==> config.mk <==
export PLATFORM = sky130hd
export DESIGN_NAME = cic_comb
export DESIGN_NICKNAME = d
export VERILOG_FILES = /design/src/rtl/cic_comb.sv
export SDC_FILE = /design/constraint.sdc
export NUM_CORES = 1
export LEC_CHECK = 0
export ABC_AREA = 0
export BUFFER_PORTS_ARGS = -buffer_cell sky130_fd_sc_hd__buf_4
export CORE_MARGIN = 10
export CORE_UTILIZATION = 50
export CTS_BUF_LIST = sky130_fd_sc_hd__clkbuf_16
export DETAILED_ROUTE_END_ITERATION = 10
export PLACE_DENSITY = 0.68
export SLEW_MARGIN = 20
export SYNTH_ARGS = -nofsm -noshare
export SYNTH_HDL_FRONTEND = slang
export SYNTH_SLANG_ARGS = --single-unit
==> constraint.sdc <==
create_clock -name clk -period 4.2 [get_ports clk]
set_input_delay 0 -clock clk [delete_from_list [all_inputs] [get_ports clk]]
set_output_delay 0 -clock clk [all_outputs]
set_load 0.02 [all_outputs]
==> src/rtl/cic_comb.sv <==
// CIC comb section: N cascaded y[n] = x[n] - x[n-M] stages that advance only on
// the decimated sample strobe, one register per stage, modular arithmetic.
module cic_comb #(
    parameter int WIDTH      = 16,
    parameter int N_STAGES   = 3,
    parameter int DIFF_DELAY = 1
) (
    input  logic                    clk,
    input  logic                    rstn,
    input  logic signed [WIDTH-1:0] in,
    input  logic                    in_valid,
    output logic signed [WIDTH-1:0] out,
    output logic                    out_valid
);

    // Growth is budgeted upstream, so the difference simply wraps.
    function automatic logic signed [WIDTH-1:0] wrap_sub(
        input logic signed [WIDTH-1:0] a,
        input logic signed [WIDTH-1:0] b
    );
        return a - b;
    endfunction

    logic signed [WIDTH-1:0] x_s [N_STAGES+1];
    logic [N_STAGES:0]       v_s;

    assign x_s[0] = in;
    assign v_s[0] = in_valid;

    for (genvar k = 0; k < N_STAGES; k++) begin : g_stage
        logic signed [WIDTH-1:0] dly_q [DIFF_DELAY];
        logic signed [WIDTH-1:0] stg_q;
        logic signed [WIDTH-1:0] stg_d;
        logic                    vld_q;

        always_comb stg_d = wrap_sub(x_s[k], dly_q[DIFF_DELAY-1]);

        // ---- stage k register boundary ----
        always_ff @(posedge clk or negedge rstn) begin
            if (!rstn) begin
                for (int i = 0; i < DIFF_DELAY; i++) dly_q[i] <= '0;
                stg_q <= '0;
                vld_q <= 1'b0;
            end else begin
                vld_q <= v_s[k];
                if (v_s[k]) begin
                    stg_q    <= stg_d;
                    dly_q[0] <= x_s[k];
                    for (int i = 1; i < DIFF_DELAY; i++) dly_q[i] <= dly_q[i-1];
                end
            end
        end

        assign x_s[k+1] = stg_q;
        assign v_s[k+1] = vld_q;
    end

    assign out       = x_s[N_STAGES];
    assign out_valid = v_s[N_STAGES];

endmodule

==> results of run 1 <==
## metal layers
metal / vias to the layer above / wire length [µm] / GRT usage
met3: 15 / 534 / 0.0316
met1: 2107 / 5230 / 0.177
met5: - / 0 / 0
li1: 2278 / - / -
met4: 0 / 225 / 0.0589
met2: 97 / 5390 / 0.246
## worst paths after layout
check	cells after the start	to	slack, ns	startpoint
max reg2reg	8	g_stage[0].stg_q[12]	1.73	g_stage[0].dly_q[0]
max in group asynchronous	3	g_stage[0].dly_q[5]	2.94	rstn
min	2	out[3]	0.25	rstn
min in group clk	4	g_stage[0].dly_q[7]	0.42	in[7]
min reg2reg	1	out[4]	0.48	out[4]
max	8	g_stage[0].stg_q[12]	1.73	g_stage[0].dly_q[0]
## cell families after synthesis
logic type / count (synthesis)
compound gates: 174
simple gates: 154
flops: 99
buf+inv: 83
fa+ha+maj: 48
mux: 36
xor+xnor: 31
## synth_stat cells, drive strengths merged, types with 8 or more instances
cell type | count | area share
o21a | 9 | 0.011
dfrtp | 99 | 0.42
ha | 45 | 0.096
o21ai | 68 | 0.058
a21oi | 40 | 0.034
a21o | 8 | 0.010
clkbuf | 21 | 0.013
nand2 | 76 | 0.049
nand3 | 10 | 0.0085
nor2b | 8 | 0.0098
xnor2 | 19 | 0.028
inv | 61 | 0.039
xor2 | 12 | 0.018
nor2 | 28 | 0.018
mux2 | 31 | 0.060
a31oi | 8 | 0.0085
## area by class of cell
cell class	instances	area share
Multi-Input combinational cell	443	0.461
Sequential cell	99	0.370
Timing Repair Buffer	56	0.0695
Inverter	62	0.0347
Clock buffer	9	0.0336
Tap cell	143	0.0267
Clock inverter	7	0.00430
## flip-flops by register name, indices dropped and copies added (netlist names)
register,count
g_stage.dly_q,48
g_stage.stg_q,32
out,16
g_stage.vld_q,2
out_valid,1
## layout by cell type, fill, tap and decap left out, types with 4 or more instances in the layout
cell type,count
a211oi_1,4
a21o_1,8
a21oi_1,40
a31oi_1,8
and3_1,6
buf_4,38
clkbuf_16,9
dfrtp_1,99
dlygate4sd3_1,18
ha_1,45
inv_1,64
mux2_2,30
mux2i_1,5
nand2_1,76
nand3_1,10
nand4_1,7
nor2_1,28
nor2b_1,7
nor3_1,4
o2111ai_1,5
o211ai_1,5
o21a_1,9
o21ai_0,68
o31ai_1,5
xnor2_1,19
xor2_1,12
## critical path: cells and delay by family (launching register included)
family                     cells  cell delay, ns
adders and majority gates      2            0.62
xor gates and xnor gates       1            0.15
DFF                            1            0.38
and+or+nand+nor                1            0.17
AOI/OAI and AO/OA              3            0.78
muxes                          1            0.26
## metrics by stage
stage | cells | hold WS (ns) | util
5_1_grt | 819 | 0.341 | 0.584
3_3_place_gp | 785 | 0.0994 | 0.546
3_5_place_dp | 785 | 0.112 | 0.546
4_1_cts | 819 | 0.278 | 0.584
2_1_floorplan | 625 | -0.296 | -
6_report | 819 | 0.250 | 0.584
## where the power goes
group / switching (mW) / internal (mW) / leakage (nW)
logic: 1.38 / 1.17 / 1.78
clock network: 0.339 / 0.389 / 0.138
registers: 0.181 / 1.28 / 1.18
==> impl_metrics.yaml, run 1 <==
synthesis:
  synth_top_family_by_area: "compound AO/OA/AOI/OAI gates"
  yosys_most_used_dff: "dfrtp_1"
  synth_mux_area_frac: 0.0685
  synth_seq_area_share: 0.421
  netlist_area_mm2: 0.00588
  synthXorXnorAreaFrac: 0.0462
  yosys.area_share.simple: 0.123
  mapped_cells: 625
  synth_net_count: 692
  synth_enable_flop_cells: 0
  synth_compound_gate_area_share: 0.182
  yosys.cell_types.count: 54
  synth.ff_latch_count: 99
  async_flop_share: 1.00
  avgSynthCellArea_um2: 9.41
  synth-adder-area-share: 0.106
  yosysWarnings: 0
global_routing:
  largest_net_degree_at_the_start_of_global_routing: 59
  grt_pass1_vias: 4609
  grt.total_usage: 0.146
  antenna_violations_before_repair: 0
  grt_first_pass_wirelength_um: 20500
  global_route_overflow: 0
clock_network:
  postCtsHoldBufs: 18
  clock_insertion_delay_worst_skew_ns: 0.35
  clock_tree.buffer_depth: 2
  tritoncts_clock_tree: "built"
  tritoncts_num_sinks: 99
  ctsHtreeMaxLevel: 3
  clk_root_buffer_cell: "clkbuf_16"
  postCtsSetupRepairBufs: 0
  clk_pin_slew_ns: 0.06
  clock_buffer_count_from_cts: 9
  post_cts.resized_instances: 0
setup_path:
  worstPathArrival_ns: 2.71
  critical_path.cell_chain: "ha_1 > fa_1 > nor2b_1 > o211ai_1 > a31oi_1 > a31oi_1 > xnor2_1 > mux2_2"
  slowest_cell_on_the_critical_path: "a31oi_1"
  crit_path_start_kind: "flop"
  path_class: "flop to flop"
  worst-endpoint-required_ns: 4.44
  timing.critical_path.to_type: "flop"
  slowest_delay_ns: 0.47
  worst-path-max-fanout: 5
  critical-path-top-cell-by-count: "a31oi_1"
power:
  static-leakage-power_nw: 3.10
  ir_worst_vdd_mv: 0.452
  p_total_mw: 4.74
  total_power_density_per_cell_area_mw_per_mm2: 708
sta:
  slew_headroom: 0.512
  post-route-period-util: 0.589
  setup_violations: 0
  fin_crit_ns: 2.47
  grt_setup_unrepaired: "no"
  setup_slack_ns: 1.73
  slew_viol_final: 0
  final_setup_tns_ns: 0
  worst_clock_skew_ns: 0.00553
  tightest_slew_ns: 0.731
  finalHoldViolCount: 0
  clock.fmax_mhz: 404
placement:
  buffer_ports.inserted: 35
  hpwl_um: 8190
  dpl_worst_slack_ns: 1.72
  gp_congestion: 0.828
  placement.cell_area_mm2: 0.00626
detailed_routing:
  via_per_inst: 5.49
  num_vias: 4497
  drt_iter0_markers: 278
  drtAntennaViolNets: 0
  first_pass_iters: 4
  detail_route.wl_per_cell_um: 13.9
  remaining_drc_errors: 0
  drt-total-wl_um: 11400
die:
  start_util: 0.513
  core.rowCount: 39
  floorplan.die.height_um: 128
  floorplan.die.width_um: 128
  boundaryPins: 36
  core_area_mm2: 0.0115
  floorplan.die_area_mm2: 0.0165
final_layout:
  regArea_mm2: 0.00248
  num-fill-cells: 967
  layout_cells_sized_above_1: 0.127
  finalNetCount: 738
  final_area_mm2: 0.00670
  antenna_cells: 0
  multi_input_area_mm2: 0.00309
  layout-area-overhead-vs-synth_pct: 13.9
flow_run:
  drv_cap: 0
worst_hold_path:
  min_delay_worst_type: "input port to asynchronous set/reset pin"
run_status:
  run_status: "complete, no violations"
(Power assumes the default switching activity.)
==> inputs of run 2 (changes only) <==
- clock period: 4.2 -> 2.5 ns (I/O delays scaled with it)
==> run 2 against run 1 <==
Against the previous run:
- utilization is 0.76 points higher
- final cell count is 0.49% higher
- cell area is 1.3% higher
- critical path depth is 1 higher
- sequential cell count stayed put
- total power is 73% higher
- global-route usage is 0.10 points lower
- fmax is 8.5% higher
- clock skew hardly changed
- critical endpoint is now out[14]
==> impl_metrics.yaml, run 2 (synthesis gave the netlist of run 1 again) <==
sta:
  tightest_slew_ns: 0.752
  grt_setup_unrepaired: "no"
  final_setup_tns_ns: 0
  clock.fmax_mhz: 439
  worst_clock_skew_ns: 0.00505
  slew_viol_final: 0
  finalHoldViolCount: 0
  setup_violations: 0
  whs_ns: 0.0702
  slew_headroom: 0.499
  setup_slack_ns: 0.221
  post-route-period-util: 0.912
  fin_crit_ns: 2.28
power:
  p_total_mw: 8.19
  total_power_density_per_cell_area_mw_per_mm2: 1210
  clock_power_share: 0.171
  seq_power_share: 0.301
  static-leakage-power_nw: 3.14
  power_report.internal_total_mw: 4.92
  power_frac_comb: 0.527
  power_switching_share: 0.399
  power.switching_mw: 3.27
  ir_worst_vdd_mv: 0.905
setup_path:
  critical_path.startpoint: "g_stage[1].stg_q[0]"
  timing.rr.end: "out[14]"
  path_class: "flop to flop"
  timing.critical_path.to_type: "flop"
  critical_path.cell_chain: "inv_1 > ha_1 > fa_1 > nor2b_4 > o31a_1 > o311a_1 > nor3_4 > a2111o_1 > o2111ai_1"
  rr_worst_depth: 9
  critical_path.reg2reg.startpoint: "g_stage[1].stg_q[0]"
  ff2ff_setup_slack_ns: 0.22
  crit_path_end: "out[14]"
  worst-path-max-fanout: 4
  slowest_delay_ns: 0.44
  worst-endpoint-required_ns: 2.76
  worstPathArrival_ns: 2.54
  slowest_cell_on_the_critical_path: "fa_1"
  crit_path_start_kind: "flop"
placement:
  gp_congestion: 0.884
  placement.cell_area_mm2: 0.00631
  dpl_worst_slack_ns: 0.229
  buffer_ports.inserted: 35
  dp_cells: 789
  hpwl_um: 8360
die:
  floorplan.die_area_mm2: 0.0165
  core_area_mm2: 0.0115
  core.rowCount: 39
  boundaryPins: 36
  floorplan.die.width_um: 128
  floorplan.die.height_um: 128
  start_util: 0.513
final_layout:
  final_core_utilization: 0.592
  final_common_cell: "dfrtp_1"
  antenna_cells: 0
  finish.cell_count_without_fillers: 823
  layout_cells_sized_above_1: 0.138
  layout-area-overhead-vs-synth_pct: 15.4
  max_ffs_per_register: 48
  final_area_mm2: 0.00679
  finalNetCount: 742
  most_frequent_cells_in_the_layout: "99 x dfrtp_1, 76 x nand2_1, 68 x o21ai_0"
  register_with_the_most_flip_flops: "g_stage.dly_q"
detailed_routing:
  via_per_inst: 5.45
  remaining_drc_errors: 0
  drt-total-wl_um: 11300
  drtAntennaViolNets: 0
  num_vias: 4488
  drt_iter0_markers: 241
  first_pass_iters: 5
  detail_route.wl_per_cell_um: 13.8
global_routing:
  grt_pass1_vias: 4548
  largest_net_degree_at_the_start_of_global_routing: 80
  grt_first_pass_wirelength_um: 20200
  antenna_violations_before_repair: 0
  grt.total_usage: 0.145
  global_route_overflow: 0
clock_network:
  clk_pin_slew_ns: 0.07
  tritoncts_num_sinks: 99
  post_cts.resized_instances: 0
  ctsHtreeMaxLevel: 3
  clock_insertion_delay_worst_skew_ns: 0.35
  tritoncts_clock_tree: "built"
  clock_buffer_count_from_cts: 9
  clk_root_buffer_cell: "clkbuf_16"
  clock_tree.buffer_depth: 2
worst_hold_path:
  min_delay_worst_type: "input port to asynchronous set/reset pin"
run_status:
  run_status: "complete, no violations"
flow_run:
  drv_cap: 0
[run 2: critical path, delay by kind of cell (launching register included)]
| family | cells | cell delay [ns] |
|---|---|---|
| compound gates | 4 | 0.91 |
| flops | 1 | 0.36 |
| simple gates | 2 | 0.21 |
| buf+inv | 1 | 0.05 |
| fa+ha+maj | 2 | 0.66 |
[run 2: per-layer routing]
metal	vias up	track usage	share of wire	wire [µm]
li1	2287	-	-	-
met1	2087	0.163	0.45	5090
met2	92	0.252	0.48	5410
met3	22	0.0489	0.052	590
met4	0	0.0464	0.020	221
met5	-	0	0	0
[run 2: layout make-up]
cell class              count  area, µm²
fillers                  1011       4680
multi-input cells         443       3090
flip-flops and latches     99       2480
repair buffers             60        508
inverters                  62        233
clock buffers               9        225
well taps                 143        179
clock inverters             7       73.8
[run 2: worst min path at each step]
stage,start,to,slack [ns],cells after the start
global route,rstn,out[1],0.11,2
CTS,rstn,out[15],0.07,2
detailed placement,rstn,out[0],-0.1,1
global placement,rstn,out[0],-0.1,1
finish,rstn,out[0],0.07,2
floorplan,rstn,g_stage[0].dly_q[0],-0.30,0
[run 2: power by group through the flow]
stage                     combinational (mW)  sequential (mW)  clock [mW]
after global routing                    4.86             2.55        1.51
after CTS                               4.32             2.48        1.46
after global placement                  4.15             2.47           0
after floorplan                         3.16             2.58           0
after detailed placement                4.27             2.50           0
final                                   4.32             2.47        1.40
[run 2: what timing repair did]
action | in CTS | in global routing
hold endpoints to repair | 116 | 0
hold buffers | 18 | 0
buffers inserted | 0 | 0
